`src/rtl/display_pkg.sv`:
```
// rtl/display_pkg.sv - shared constants, frame type and helpers for the digit scanner
package display_pkg;

    localparam logic [6:0] SEG_OFF    = 7'h7F;
    localparam int         DEF_DIGITS = 4;

    // Active-low gfedcba patterns for hex digits 0..F
    localparam logic [6:0] SEG_DIGIT [16] = '{
        7'h40, 7'h79, 7'h24, 7'h30, 7'h19, 7'h12, 7'h02, 7'h78,
        7'h00, 7'h10, 7'h08, 7'h03, 7'h46, 7'h21, 7'h06, 7'h0E
    };

    typedef struct packed {
        logic [4*DEF_DIGITS-1:0] digits;
        logic [DEF_DIGITS-1:0]   dp;
        logic [DEF_DIGITS-1:0]   blank;
    } frame_t;

    typedef enum logic {
        PH_BLANK = 1'b0,
        PH_DRIVE = 1'b1
    } phase_e;

    function automatic int cnt_width(input int n);
        return (n <= 2) ? 1 : $clog2(n);
    endfunction

endpackage

```
`src/rtl/seven_segment_scanner_if.sv`:
```
// rtl/seven_segment_scanner_if.sv - frame update handshake between producer and scanner
interface seven_segment_scanner_if #(
    parameter int NUM_DIGITS = 4
);
    logic                    upd_valid;
    logic                    upd_ready;
    logic [4*NUM_DIGITS-1:0] upd_digits;
    logic [NUM_DIGITS-1:0]   upd_dp;
    logic [NUM_DIGITS-1:0]   upd_blank;

    modport master (
        output upd_valid, upd_digits, upd_dp, upd_blank,
        input  upd_ready
    );

    modport slave (
        input  upd_valid, upd_digits, upd_dp, upd_blank,
        output upd_ready
    );
endinterface

```
`src/rtl/seven_segment_decoder.sv`:
```
// rtl/seven_segment_decoder.sv - hex nibble to active-low gfedcba segment pattern
module seven_segment_decoder (
    input  logic [3:0] bin_in,
    output logic [6:0] hex_out
);
    always_comb begin
        hex_out = 7'h7F;
        case (bin_in)
            4'h0: hex_out = 7'b1000000;
            4'h1: hex_out = 7'b1111001;
            4'h2: hex_out = 7'b0100100;
            4'h3: hex_out = 7'b0110000;
            4'h4: hex_out = 7'b0011001;
            4'h5: hex_out = 7'b0010010;
            4'h6: hex_out = 7'b0000010;
            4'h7: hex_out = 7'b1111000;
            4'h8: hex_out = 7'b0000000;
            4'h9: hex_out = 7'b0010000;
            4'hA: hex_out = 7'b0001000;
            4'hB: hex_out = 7'b0000011;
            4'hC: hex_out = 7'b1000110;
            4'hD: hex_out = 7'b0100001;
            4'hE: hex_out = 7'b0000110;
            4'hF: hex_out = 7'b0001110;
            default: hex_out = 7'h7F;
        endcase
    end
endmodule

```
`src/rtl/seven_segment_scanner.sv`:
```
// rtl/seven_segment_scanner.sv - time-multiplexed display driver with tear-free frame commit
module seven_segment_scanner
    import display_pkg::*;
#(
    parameter int NUM_DIGITS   = 4,
    parameter int REFRESH_DIV  = 100000,
    parameter int BLANK_CYCLES = 1000
) (
    input  logic                    clk,
    input  logic                    rst_n,
    seven_segment_scanner_if.slave  upd,
    output logic [NUM_DIGITS-1:0]   an,
    output logic [6:0]              seg,
    output logic                    dp,
    output logic                    frame_tick
);
    localparam int CNT_W = cnt_width(REFRESH_DIV);
    localparam int IDX_W = cnt_width(NUM_DIGITS);
    localparam logic [CNT_W-1:0] CNT_LAST  = CNT_W'(REFRESH_DIV - 1);
    localparam logic [CNT_W-1:0] BLANK_LIM = CNT_W'(BLANK_CYCLES);
    localparam logic [IDX_W-1:0] IDX_LAST  = IDX_W'(NUM_DIGITS - 1);

    logic [CNT_W-1:0] cnt_q, cnt_d;
    logic [IDX_W-1:0] idx_q, idx_d;
    phase_e           phase_q, phase_d;
    logic             slot_end, frame_end;

    logic [4*NUM_DIGITS-1:0] act_digits_q, pend_digits_q;
    logic [NUM_DIGITS-1:0]   act_dp_q, pend_dp_q;
    logic [NUM_DIGITS-1:0]   act_blank_q, pend_blank_q;
    logic                    pend_full_q;

    logic [NUM_DIGITS-1:0] an_q, an_d;
    logic [6:0]            seg_q, seg_d, dec_seg;
    logic                  dp_q, dp_d, tick_q;
    logic                  drive;

    always_ff @(posedge clk or negedge rst_n) begin
        if (!rst_n) begin
            cnt_q   <= '0;
            idx_q   <= '0;
            phase_q <= PH_BLANK;
        end else begin
            cnt_q   <= cnt_d;
            idx_q   <= idx_d;
            phase_q <= phase_d;
        end
    end

    // Phase is registered alongside cnt so it always describes the current cnt_q
    always_comb begin
        slot_end  = (cnt_q == CNT_LAST);
        frame_end = slot_end && (idx_q == IDX_LAST);
        cnt_d     = cnt_q + 1'b1;
        idx_d     = idx_q;
        if (slot_end) begin
            cnt_d = '0;
            idx_d = (idx_q == IDX_LAST) ? '0 : idx_q + 1'b1;
        end
        phase_d = (cnt_d < BLANK_LIM) ? PH_BLANK : PH_DRIVE;
    end

    assign upd.upd_ready = ~pend_full_q;

    // Ready is low while pending is full, so a transfer and a commit are exclusive
    always_ff @(posedge clk or negedge rst_n) begin
        if (!rst_n) begin
            act_digits_q  <= '0;
            act_dp_q      <= '0;
            act_blank_q   <= '1;
            pend_digits_q <= '0;
            pend_dp_q     <= '0;
            pend_blank_q  <= '0;
            pend_full_q   <= 1'b0;
        end else if (upd.upd_valid && !pend_full_q) begin
            pend_digits_q <= upd.upd_digits;
            pend_dp_q     <= upd.upd_dp;
            pend_blank_q  <= upd.upd_blank;
            pend_full_q   <= 1'b1;
        end else if (frame_end && pend_full_q) begin
            act_digits_q <= pend_digits_q;
            act_dp_q     <= pend_dp_q;
            act_blank_q  <= pend_blank_q;
            pend_full_q  <= 1'b0;
        end
    end

    seven_segment_decoder u_dec (
        .bin_in  (act_digits_q[{idx_q, 2'b00} +: 4]),
        .hex_out (dec_seg)
    );

    always_comb begin
        drive = (phase_q == PH_DRIVE) && !act_blank_q[idx_q];
        an_d  = '1;
        seg_d = SEG_OFF;
        dp_d  = 1'b1;
        if (drive) begin
            an_d  = ~(NUM_DIGITS'(1) << idx_q);
            seg_d = dec_seg;
            dp_d  = ~act_dp_q[idx_q];
        end
    end

    always_ff @(posedge clk or negedge rst_n) begin
        if (!rst_n) begin
            an_q   <= '1;
            seg_q  <= SEG_OFF;
            dp_q   <= 1'b1;
            tick_q <= 1'b0;
        end else begin
            an_q   <= an_d;
            seg_q  <= seg_d;
            dp_q   <= dp_d;
            tick_q <= frame_end;
        end
    end

    assign an         = an_q;
    assign seg        = seg_q;
    assign dp         = dp_q;
    assign frame_tick = tick_q;

endmodule

```
`src/flat_wrapper.sv`:
```
// flat-port wrapper written by rule: the top's interface ports become plain ports
module seven_segment_scanner_flat import display_pkg::*;
#(
    parameter int NUM_DIGITS   = 4,
    parameter int REFRESH_DIV  = 100000,
    parameter int BLANK_CYCLES = 1000
)
  (clk, rst_n, an, seg, dp, frame_tick, upd_upd_valid, upd_upd_digits, upd_upd_dp, upd_upd_blank, upd_upd_ready);
  seven_segment_scanner_if #(.NUM_DIGITS(NUM_DIGITS)) upd_i ();
  input  logic clk;
  input  logic rst_n;
  output logic [NUM_DIGITS-1:0] an;
  output logic [6:0] seg;
  output logic dp;
  output logic frame_tick;
  input wire logic [$bits(upd_i.upd_valid)-1:0] upd_upd_valid;
  input wire logic [$bits(upd_i.upd_digits)-1:0] upd_upd_digits;
  input wire logic [$bits(upd_i.upd_dp)-1:0] upd_upd_dp;
  input wire logic [$bits(upd_i.upd_blank)-1:0] upd_upd_blank;
  output wire logic [$bits(upd_i.upd_ready)-1:0] upd_upd_ready;
  assign upd_i.upd_valid = upd_upd_valid;
  assign upd_i.upd_digits = upd_upd_digits;
  assign upd_i.upd_dp = upd_upd_dp;
  assign upd_i.upd_blank = upd_upd_blank;
  assign upd_upd_ready = upd_i.upd_ready;
  seven_segment_scanner #(.NUM_DIGITS(NUM_DIGITS), .REFRESH_DIV(REFRESH_DIV), .BLANK_CYCLES(BLANK_CYCLES)) u_core (.clk(clk), .rst_n(rst_n), .upd(upd_i), .an(an), .seg(seg), .dp(dp), .frame_tick(frame_tick));
endmodule
```
`config.mk`:
```
export PLATFORM = sky130hd
export DESIGN_NAME = seven_segment_scanner_flat
export DESIGN_NICKNAME = d
export VERILOG_FILES = /design/src/rtl/display_pkg.sv /design/src/rtl/seven_segment_scanner_if.sv /design/src/rtl/seven_segment_decoder.sv /design/src/rtl/seven_segment_scanner.sv /design/src/flat_wrapper.sv
export SDC_FILE = /design/constraint.sdc
export NUM_CORES = 1
export LEC_CHECK = 0
export CAP_MARGIN = 20
export CORE_ASPECT_RATIO = 0.75
export CORE_UTILIZATION = 58
export CTS_BUF_LIST = sky130_fd_sc_hd__clkbuf_8
export DETAILED_ROUTE_END_ITERATION = 7
export PLACE_DENSITY_LB_ADDON = 0.12
export SYNTH_ARGS = -nofsm -noshare
export SYNTH_HDL_FRONTEND = slang
export SYNTH_SLANG_ARGS = --single-unit
```
`constraint.sdc`:
```
create_clock -name clk -period 2.55 [get_ports clk]
set_clock_uncertainty 0.15 [all_clocks]
set_input_delay 0.3825 -clock clk [delete_from_list [all_inputs] [get_ports clk]]
set_output_delay 0.3825 -clock clk [all_outputs]
set_load 0.03 [all_outputs]
```
==> flow_metrics.py <==
metrics = {
    "sta": {
        "finalWorstSetupSlack_ns": 0.1815,
        "min_period_over_period_pct": 92.88,
        "hold_viol_final": 0,
        "period_needed_ns": 2.368,
        "final.setup.tns_ns": 0,
        "worst_pin_slew_ns": 0.5025,
        "relSlewSlack_pct": 66.50,
        "rsz0062_at_grt": "no",
        "fmax_ghz": 0.4222,
        "slew_violations": 0,
        "setup_violations": 0,
        "hold_ws_ns": 0.3552,
    },
    "route": {
        "wl_met1_microns": 3339,
        "route.met3.wl_microns": 277,
        "wirelength_microns": 6673,
        "highest_layer": "met4",
        "vias": 2260,
        "drc": 0,
        "met2_length_microns": 2986,
        "drt_iter0_markers": 138,
        "routed_via_density": 5.485,
        "ant_nets": 0,
        "wl_per_cell_microns": 16.20,
        "drtPass1Iterations": 5,
    },
    "final_layout": {
        "final_common_cell": "dfrtp_1",
        "fillers": 383,
        "final_layout_size_suffix_gt1_share_pct": 31.74,
        "fin_cells": 412,
        "final_cell_mix": "dfrtp_1, clkdlybuf4s50_1, mux2_2, nor2_1, nand2_1",
        "diodes": 0,
        "ff_latch_area_sq_um": 2072,
        "final_nets": 367,
        "multi_input_area_sq_um": 1604,
        "area_delta_synth_final_pct": 19.41,
    },
    "power": {
        "p_per_area_nw_per_um2": 541.9,
        "leakage_uw": 0.002003,
        "ir_drop_mv": 0.3908,
    },
    "yosys": {
        "synth_edf_count": 0,
        "async_reset_ff_share_pct": 100.0,
        "ys_seq_area_share_pct": 55.13,
        "synthMuxAreaShare_pct": 20.74,
        "synth-warning-count": 0,
        "synthCells": 281,
        "synth_top_family_by_area": "multiplexers",
        "syn-cell-area_sq_um": 3759,
        "ys_ff_latch": 82,
        "synth-adder-area-share_pct": 3.662,
        "synthSimpleGateAreaFrac_pct": 11.75,
        "synth-compound-area-share_pct": 2.963,
        "syn-num-nets": 319,
        "synth_ff_type": "dfrtp_1",
        "yosys.area_share.xor_xnor_pct": 3.262,
        "yosysUniqueCellTypes": 43,
        "syn_avg_cell_area_sq_um": 13.38,
    },
    "die": {
        "die_h_microns": 71.72,
        "start_util_pct": 62.27,
        "fp.dieW_microns": 94.96,
        "die-area_sq_um": 6810,
        "ios": 41,
        "rows": 24,
        "core-area_sq_um": 6036,
    },
    "placed_design": {
        "dp_cells": 395,
        "portBuffers": 40,
        "gp_congestion": 0.8278,
        "dp_hpwl_microns": 4687,
        "dp_slack_ns": 0.1239,
    },
    "setup_path": {
        "crit_path_start_kind": "flip-flop",
        "r2r_setup_slack_ns": 0.18,
        "cp-end-kind": "flip-flop",
        "arrival_ns": 2.45,
        "path_class": "flip-flop to flip-flop",
        "reg2reg_to": "u_core.phase_q",
        "crit-reg2reg-launch": "u_core.cnt_q[0]",
        "worstPathMaxFanout": 6,
        "cp.required_ns": 2.64,
        "reg2reg_depth": 7,
    },
    "grt": {
        "overflow": 0,
        "grt_use_total_pct": 22.98,
        "grt_pass1_vias": 2342,
        "grt_first_pass_wirelength_microns": 11550,
        "antenna_found_initial": 0,
        "grt_max_degree": 39,
    },
    "clock_tree": {
        "cts.root.buffer_cell": "clkbuf_8",
        "clock_latency_ns": 0.35,
        "htree_levels": 3,
        "post_cts_buffers": 0,
        "cts_tree": "built",
        "cts_buffers": 9,
        "cts_sinks": 82,
        "clk_path_buf_depth": 2,
        "clkTransAtPathRegs_ns": 0.08,
    },
    "min_path": {
        "whs_endpoint": "u_core.act_digits_q[11]",
        "hold_depth": 1,
        "min_from": "u_core.pend_digits_q[11]",
        "hold_class": "flip-flop to flip-flop",
    },
    "job": {
        "drv_cap": 0,
    },
    "status": {
        "status": "completed",
    },
}
==> cells in the mapped netlist (3+ instances only) <==
cell type  instances  area (sq um)
o21ai_0            4         20.02
nor2b_1            3         18.77
clkbuf_1           7         26.28
a21oi_1            4         20.02
mux2_4            19         285.3
buf_2              3         15.01
nand2_1           21         78.83
nor2_1            21         78.83
mux4_2             6         135.1
mux2_2            31         349.1
nor4_1             5         31.28
inv_1              8         30.03
dfstp_2           16         420.4
xor2_1             5         43.79
ha_1              11         137.6
dfrtp_1           66          1652
xnor2_1            9         78.83
nand3_1           11         55.05
==> flip-flops by register name, indices dropped and copies added (netlist names) <==
signal	flops
u_core.pend_full_q	1
u_core.frame_tick	1
u_core.pend_blank_q	4
u_core.an	4
u_core.dp	1
u_core.pend_digits_q	16
u_core.act_dp_q	4
u_core.act_digits_q	16
u_core.idx_q	2
u_core.act_blank_q	4
u_core.cnt_q	17
u_core.seg	7
u_core.phase_q	1
u_core.pend_dp_q	4
==> area by class of cell <==
type / count / share of cell area, %
tap: 78 / 2.175
clock inverter: 6 / 1.478
multi-input combinational: 179 / 35.74
clock buffer: 10 / 3.067
inverter: 8 / 0.6691
timing repair buffer: 49 / 10.71
sequential: 82 / 46.17
==> cells by family (layout without fill, tap and decap cells) <==
group,Yosys count,after routing
XOR/XNOR,14,14
AO/OA/AOI/OAI,17,17
multiplexers,57,57
buffers and inverters,20,73
AND/OR/NAND/NOR,80,80
flip-flops,82,82
adder cells (fa/ha/maj),11,11
==> power by group <==
group | total [uW] | internal, uW | switching, uW
logic | 118 | 75.9 | 41.6
registers | 1380 | 1350 | 26.5
clock network | 938 | 480 | 458
==> worst max path at each step <==
stage	start	end	slack [ns]	cells past startpoint
floorplan	u_core.cnt_q[0]	u_core.phase_q	0.31	7
global placement	u_core.cnt_q[0]	u_core.phase_q	0.23	7
detailed placement	u_core.cnt_q[0]	u_core.phase_q	0.12	7
CTS	u_core.cnt_q[0]	u_core.phase_q	0.11	7
global route	u_core.cnt_q[0]	u_core.phase_q	0.05	7
finish	u_core.cnt_q[0]	u_core.phase_q	0.18	7
==> timing repair <==
action                                  CTS  global route
endpoints found under the setup margin    0             1
hold buffers                              1             0
endpoints found under the hold margin    36             0
gates resized for setup                   0             2
==> routing by layer <==
metal,GRT usage (%),vias to the layer above
li1,-,1082
met1,33.96,1097
met2,33.09,73
met3,7.006,8
met4,6.566,0
met5,0,-
==> metrics by stage <==
stage	power, uW	util (%)	instance area (sq um)
2_1_floorplan	1436	-	3759
3_3_place_gp	1514	70.67	4265
3_5_place_dp	1522	70.67	4265
4_1_cts	2457	74.21	4479
5_1_grt	2532	74.36	4488
6_report	2432	74.36	4488
==> worst max-delay path, stage by stage (launching register included) <==
cell and delay, ns:
dfrtp_1 0.41, ha_2 0.26, nand4_4 0.19, nor3_4 0.25
mux2_2 0.36, o21ai_0 0.14, o2111ai_1 0.12, or3_1 0.36
Power figures use the tool's default switching activity.
